[src/rtl/fpu_pkg.sv]
// fpu_pkg: constants and the operand class type shared by the FP32 multiplier stages.
package fpu_pkg;

  localparam logic [7:0]  EXP_MAX   = 8'hFF;
  localparam logic [7:0]  EXP_BIAS  = 8'd127;
  localparam logic [22:0] QNAN_FRAC = 23'h400000;

  localparam int FRAC_W = 23;
  localparam int SIG_W  = 24;
  localparam int PP_W   = 36;

  // Result class of an operand pair, decided before any multiplication happens.
  typedef enum logic [1:0] {
    NORM = 2'd0,
    ZERO = 2'd1,
    INF  = 2'd2,
    NAN  = 2'd3
  } fp_class;

endpackage

[src/rtl/fmul_classify.sv]
// fmul_classify: combinational special-case detection for an FP32 operand pair.
// Subnormals count as zero because they are flushed.
module fmul_classify
  import fpu_pkg::*;
(
  input  logic [31:0]       a_i,
  input  logic [31:0]       b_i,
  output fp_class           cls_o,
  output logic              primal_o,
  output logic [7:0]        primal_exp_o,
  output logic [FRAC_W-1:0] primal_frac_o
);

  logic a_zero, b_zero, a_inf, b_inf, a_nan, b_nan;

  assign a_zero = (a_i[30:23] == 8'h00);
  assign b_zero = (b_i[30:23] == 8'h00);
  assign a_inf  = (a_i[30:23] == EXP_MAX) && (a_i[22:0] == '0);
  assign b_inf  = (b_i[30:23] == EXP_MAX) && (b_i[22:0] == '0);
  assign a_nan  = (a_i[30:23] == EXP_MAX) && (a_i[22:0] != '0);
  assign b_nan  = (b_i[30:23] == EXP_MAX) && (b_i[22:0] != '0);

  // Priority chain: NaN, Inf*0, Inf, zero, then ordinary numbers.
  always_comb begin
    cls_o         = NORM;
    primal_o      = 1'b0;
    primal_exp_o  = 8'h00;
    primal_frac_o = '0;
    if (a_nan || b_nan || (a_inf && b_zero) || (b_inf && a_zero)) begin
      cls_o         = NAN;
      primal_o      = 1'b1;
      primal_exp_o  = EXP_MAX;
      primal_frac_o = QNAN_FRAC;
    end else if (a_inf || b_inf) begin
      cls_o        = INF;
      primal_o     = 1'b1;
      primal_exp_o = EXP_MAX;
    end else if (a_zero || b_zero) begin
      cls_o    = ZERO;
      primal_o = 1'b1;
    end
  end

endmodule

[src/rtl/fmul_stage3.sv]
// fmul_stage3: FP32 multiplier mantissa-product stage (S1 operands/class, S2 products).
// Splits the 24x24 significand product into c1 = Ah*Bm and c2 = Al*Bm.
// Optional: define FMUL_STAGE3_SKID_EN for a one-entry input skid buffer that
// makes in_ready a registered signal.
module fmul_stage3
  import fpu_pkg::*;
#(
  parameter int SPLIT = 12
) (
  input  logic                         clk,
  input  logic                         rst,
  input  logic                         in_valid,
  output logic                         in_ready,
  input  logic [31:0]                  a,
  input  logic [31:0]                  b,
  output logic                         out_valid,
  input  logic                         out_ready,
  output logic                         sign,
  output logic [7:0]                   A_exp,
  output logic [7:0]                   B_exp,
  output logic                         primal,
  output logic [7:0]                   primal_exp,
  output logic [FRAC_W-1:0]            primal_frac,
  output logic [2*SIG_W-SPLIT-1:0]     c1,
  output logic [2*SIG_W-SPLIT-1:0]     c2
);

  localparam int PW = 2*SIG_W - SPLIT;
  localparam int HW = SIG_W - SPLIT;

  // Operand source into S1 (input port, or skid entry when one is buffered)
  logic        src_v;
  logic [31:0] src_a, src_b;

  logic s2_take, s2_load, s1_free, s1_load;

  fp_class           cls_c;
  logic              primal_c;
  logic [7:0]        pexp_c;
  logic [FRAC_W-1:0] pfrac_c;

  logic              s1_v_q, s1_v_d;
  logic [31:0]       s1_a_q, s1_b_q;
  fp_class           s1_cls_q;
  logic              s1_primal_q;
  logic [7:0]        s1_pexp_q;
  logic [FRAC_W-1:0] s1_pfrac_q;

  logic              out_valid_q, out_valid_d;
  logic              sign_q;
  logic [7:0]        a_exp_q, b_exp_q;
  logic              primal_q;
  logic [7:0]        primal_exp_q;
  logic [FRAC_W-1:0] primal_frac_q;
  logic [PW-1:0]     c1_q, c1_d, c2_q, c2_d;

  logic [SIG_W-1:0]  am, bm;
  logic [HW-1:0]     ah;
  logic [SPLIT-1:0]  al;

  fmul_classify u_classify (
    .a_i          (src_a),
    .b_i          (src_b),
    .cls_o        (cls_c),
    .primal_o     (primal_c),
    .primal_exp_o (pexp_c),
    .primal_frac_o(pfrac_c)
  );

  // A stage loads when empty or when its content leaves this cycle.
  assign s2_take = !out_valid_q || out_ready;
  assign s2_load = s1_v_q && s2_take;
  assign s1_free = !s1_v_q || s2_take;
  assign s1_load = src_v && s1_free;

`ifdef FMUL_STAGE3_SKID_EN
  logic        skid_v_q, skid_v_d;
  logic [31:0] skid_a_q, skid_b_q;

  assign in_ready = !skid_v_q;
  assign src_v    = skid_v_q || in_valid;
  assign src_a    = skid_v_q ? skid_a_q : a;
  assign src_b    = skid_v_q ? skid_b_q : b;

  // Skid fills when an accepted pair finds S1 blocked and drains once S1 frees.
  always_comb begin
    skid_v_d = skid_v_q;
    if (skid_v_q) begin
      if (s1_free) skid_v_d = 1'b0;
    end else if (in_valid && !s1_free) begin
      skid_v_d = 1'b1;
    end
  end

  // Skid entry register.
  always_ff @(posedge clk or posedge rst) begin
    if (rst) begin
      skid_v_q <= 1'b0;
      skid_a_q <= '0;
      skid_b_q <= '0;
    end else begin
      skid_v_q <= skid_v_d;
      if (!skid_v_q && in_valid && !s1_free) begin
        skid_a_q <= a;
        skid_b_q <= b;
      end
    end
  end
`else
  assign in_ready = s1_free;
  assign src_v    = in_valid;
  assign src_a    = a;
  assign src_b    = b;
`endif

  // Significands with hidden bit; subnormals already classified as zero.
  assign am = {(s1_a_q[30:23] != 8'h00), s1_a_q[22:0]};
  assign bm = {(s1_b_q[30:23] != 8'h00), s1_b_q[22:0]};
  assign ah = am[SIG_W-1:SPLIT];
  assign al = am[SPLIT-1:0];

  // Stage occupancy and the two partial products (forced to zero for specials).
  always_comb begin
    s1_v_d = s1_v_q;
    if (s1_load)      s1_v_d = 1'b1;
    else if (s2_load) s1_v_d = 1'b0;
    out_valid_d = out_valid_q;
    if (s2_load)        out_valid_d = 1'b1;
    else if (out_ready) out_valid_d = 1'b0;
    c1_d = '0;
    c2_d = '0;
    if (s1_cls_q == NORM) begin
      c1_d = PW'(ah) * PW'(bm);
      c2_d = PW'(al) * PW'(bm);
    end
  end

  // S1: operands and classification.
  always_ff @(posedge clk or posedge rst) begin
    if (rst) begin
      s1_v_q      <= 1'b0;
      s1_a_q      <= '0;
      s1_b_q      <= '0;
      s1_cls_q    <= NORM;
      s1_primal_q <= 1'b0;
      s1_pexp_q   <= '0;
      s1_pfrac_q  <= '0;
    end else begin
      s1_v_q <= s1_v_d;
      if (s1_load) begin
        s1_a_q      <= src_a;
        s1_b_q      <= src_b;
        s1_cls_q    <= cls_c;
        s1_primal_q <= primal_c;
        s1_pexp_q   <= pexp_c;
        s1_pfrac_q  <= pfrac_c;
      end
    end
  end

  // S2: result fields, held while the consumer stalls.
  always_ff @(posedge clk or posedge rst) begin
    if (rst) begin
      out_valid_q   <= 1'b0;
      sign_q        <= 1'b0;
      a_exp_q       <= '0;
      b_exp_q       <= '0;
      primal_q      <= 1'b0;
      primal_exp_q  <= '0;
      primal_frac_q <= '0;
      c1_q          <= '0;
      c2_q          <= '0;
    end else begin
      out_valid_q <= out_valid_d;
      if (s2_load) begin
        sign_q        <= s1_a_q[31] ^ s1_b_q[31];
        a_exp_q       <= s1_a_q[30:23];
        b_exp_q       <= s1_b_q[30:23];
        primal_q      <= s1_primal_q;
        primal_exp_q  <= s1_pexp_q;
        primal_frac_q <= s1_pfrac_q;
        c1_q          <= c1_d;
        c2_q          <= c2_d;
      end
    end
  end

  assign out_valid   = out_valid_q;
  assign sign        = sign_q;
  assign A_exp       = a_exp_q;
  assign B_exp       = b_exp_q;
  assign primal      = primal_q;
  assign primal_exp  = primal_exp_q;
  assign primal_frac = primal_frac_q;
  assign c1          = c1_q;
  assign c2          = c2_q;

endmodule

[config.mk]
export PLATFORM = sky130hd
export DESIGN_NAME = fmul_stage3
export DESIGN_NICKNAME = d
export VERILOG_FILES = /design/src/rtl/fpu_pkg.sv /design/src/rtl/fmul_classify.sv /design/src/rtl/fmul_stage3.sv
export SDC_FILE = /design/constraint.sdc
export NUM_CORES = 2
export LEC_CHECK = 0
export ABC_AREA = 1
export BUFFER_PORTS_ARGS = -buffer_cell sky130_fd_sc_hd__buf_2
export CORE_MARGIN = 4
export CORE_UTILIZATION = 40
export DETAILED_ROUTE_END_ITERATION = 7
export GPL_TIMING_DRIVEN = 1
export PLACE_DENSITY = 0.7
export SYNTH_ARGS = -nofsm -noshare
export SYNTH_HDL_FRONTEND = slang
export SYNTH_SLANG_ARGS = --single-unit
[constraint.sdc]
create_clock -name clk -period 4.7 [get_ports clk]
set_input_delay 0.47 -clock clk [delete_from_list [all_inputs] [get_ports clk]]
set_output_delay 0.47 -clock clk [all_outputs]
set_load 0.01 [all_outputs]
==> run metrics <==
sum of routed wire length over all layers=74,800 microns; status=complete, but fails checks; slew at the pin closest to its max-slew limit=1.07 ns; first drt pass iteration count=6; root buffer selected by CTS=clkbuf_16; top-count cell post-synth=nand2_1; Initial Util=40.7%; count of hold buffers inserted by post-cts repair=0; count of buffers from port buffering=168; path type of the worst setup path=reg2reg; routability-driven placement congestion ratio=0.914; wire length of the first global-routing pass=118,000 microns; clock-pin slew of the registers on the worst-case setup and hold paths=0.09 ns; share of synthesized flip-flops with an asynchronous set or reset=100%; final-report max-slew violation count=0; final count of hold timing violations=0; Top FF cell, synth=dfrtp_1; most numerous cell types in the synthesized netlist=1,223 x nand2_1, 977 x inv_1, 440 x fa_1; number of ports placed on the die boundary=191; DRC violations left=0; Seq cells post-synth=162; Worst R2R Start=s1_a_q[28]; maximum fanout along the worst path=7; tightest slew margin relative to the limit=28.8%; number of nets in the final layout=4,608; adder-cell share of the synthesized area=40.4%; CP Buf/Inv Count=6; antenna diode instance count=0; Crit path arrival time=5.40 ns; Worst path most repeated cell=nand2_1; number of DRC markers in iteration 0=1,602; Area Growth Syn to Fin=24.3%; main combinational cell family by area after synthesis=adder cells; leftover overflow at the end of global routing=0; Die H=265 microns; Post-Synthesis Cells=3,638; warnings from Yosys=0; Num Clock Sinks=162; fraction of layout instances using a drive strength above 1=23.1%; crit path max-delay cell type=fa_2; Row Count=93; required arrival time at the worst endpoint=5.07 ns; number of global-route vias before repair=23,400; overall via count from detail_route=23,300; post-synthesis mux area share=0%; worst clock skew on the final layout=0.0137 ns; detailed-route wire length per cell=15.5 microns; CP Launch Type=flip-flop; all-layer global routing usage=20.7%; count of cell types in the netlist=35; fraction of synthesized cell area in xor and xnor cells=0.233%; clock insertion delay at the later pin of the skew report=0.49 ns; number of antenna violations at the first check in global routing=0; per-cell via count in the routed design=4.83; clock buffers created by TritonCTS=17; reg2reg setup slack=-0.33 ns; number of synthesized flops with an enable pin=0; number of H-tree levels=4; sequential area share after synthesis=15.4%; post-synthesis cell type with the largest combined area=fa_1; Netlist Area Pre-Place=0.0264 sq mm; number of cell instances on the worst register-to-register path=24; half-perimeter wire length after placement=56,900 microns; cells along the critical path=inv_1 -> nand4_1 -> nor2_4 -> buf_6 -> clkbuf_16 -> nor2_1 -> fa_1 -> inv_1 -> fa_1 -> fa_2 -> fa_1 -> fa_1 -> inv_1 -> ha_4 -> nand2_1 -> inv_2 -> nand2_2 -> nor3_4 -> and2_1 -> nand2_1 -> nand2_1 -> nand2_1 -> nand3_1 -> nand2_1; core outline area=0.0648 sq mm; Reg2Reg Capture Point=c1[32]; share of Yosys cell area claimed by the top area cell type=33.4%; number of nets still failing antenna checks after routing=0; maximum clock rate=0.199 GHz; pin count of the biggest net entering global routing=163; violations in the final reports=setup timing; HP Class=in2async; Tcrit/Tclk final=107%; Final setup violation count=48; cells taking the most area after synthesis=fa_1 33%, nand2_1 17%, dfrtp_1 15%; worst slack, placed=-0.437 ns; RSZ-0062 raised after global routing=yes; share of the synthesized area in compound gates (AO/OA/AOI/OAI)=3.99%; Largest delay share family, worst path=adder cells; Post-Synth Simple-Gate Area=22.6%; Post-Synthesis Mean Instance Area=7.24 sq um; time the worst path needs with I/O delays and setup=5.03 ns; Clock Tree Buf Depth=2; Critical Path Sink Type=flip-flop; count of max-cap constraint violations=0; max incr delay on CP=0.58 ns; clock tree from TritonCTS=yes; die width=265 microns; area enclosed by the die boundary=0.0701 sq mm; smallest setup slack after layout=-0.332 ns
-- routing by layer --
metal	GRT usage, %	vias up	part of all wire, %
met5	0	-	0
met4	7.41	0	3.6
met3	4.06	150	6.9
met2	34.7	785	49
met1	26.9	11400	40
li1	-	10900	-
-- state kept, by name (all words and copies together), names as in the netlist, 2 cells and up --
register  cells
A_exp         8
B_exp         8
c1           36
c2           36
s1_a_q       32
s1_b_q       32
s1_cls_q      2
-- cells by family after synthesis --
logic type      after synthesis
fa+ha+maj                   588
simple gates               1509
flops                       162
xor+xnor                      7
other cells                   1
compound gates              194
buf+inv                    1177
-- per-stage QoR --
step	instance area (sq um)	instances	hold slack, ns	setup TNS (ns)	util (%)
after global routing	32800	4820	0.182	-17.15	50.5
after global placement	29800	4739	0.460	-7.43	46.0
after detailed placement	29800	4739	0.464	-9.89	46.0
after floorplan	26400	3659	0.443	0	-
after CTS	31200	4786	0.161	-4.44	48.1
final	32800	4820	0.176	-7.65	50.5
-- timing repair --
| item | in CTS | in global routing |
|---|---|---|
| gates cloned | 2 | 2 |
| setup buffers | 13 | 34 |
| hold endpoints to repair | 0 | 0 |
| endpoints found under the setup margin | 53 | 53 |
| gates resized for setup | 134 | 390 |
| pin swaps | 66 | 132 |
-- worst max-delay path by stage --
stage	from	end	slack [ns]	cells after the start
6_report	s1_a_q[28]	c1[32]	-0.33	24
5_1_grt	s1_a_q[29]	c1[32]	-0.59	27
4_1_cts	s1_a_q[28]	c1[21]	-0.24	24
3_5_place_dp	s1_b_q[26]	c1[32]	-0.44	25
3_3_place_gp	s1_b_q[26]	c1[32]	-0.40	25
2_1_floorplan	s1_b_q[22]	c1[32]	0.009	22
-- worst register-to-register path: stages (launching register included) --
cell and delay (ns):
dfrtp_1 0.37, inv_1 0.07, nand4_1 0.16, nor2_4 0.14
buf_6 0.14, clkbuf_16 0.16, nor2_1 0.06, fa_1 0.47
inv_1 0.05, fa_1 0.46, fa_2 0.58, fa_1 0.44
fa_1 0.51, inv_1 0.07, ha_4 0.30, nand2_1 0.08
inv_2 0.07, nand2_2 0.08, nor3_4 0.17, and2_1 0.15
nand2_1 0.10, nand2_1 0.09, nand2_1 0.06, nand3_1 0.07
nand2_1 0.07
-- area by class of cell --
cell class / count / area, sq um
Sequential cell: 162 / 4070
Timing Repair Buffer: 468 / 3770
Clock buffer: 17 / 425
Multi-Input combinational cell: 2320 / 19500
Fill cell: 5903 / 32100
Tap cell: 855 / 1070
Clock inverter: 15 / 191
Inverter: 983 / 3720
-- cells in the final DEF, fill, tap and decap left out, drive strengths merged, types with 59 or more instances in the layout --
master / n
a21oi: 59
buf: 466
dfrtp: 162
fa: 440
ha: 148
inv: 990
nand2: 1237
nand3: 87
nor2: 140
o21ai: 112
Power is left out: the tool's default activity adds up to more than one toggle a clock period on the data nets, which glitch-free logic cannot reach.
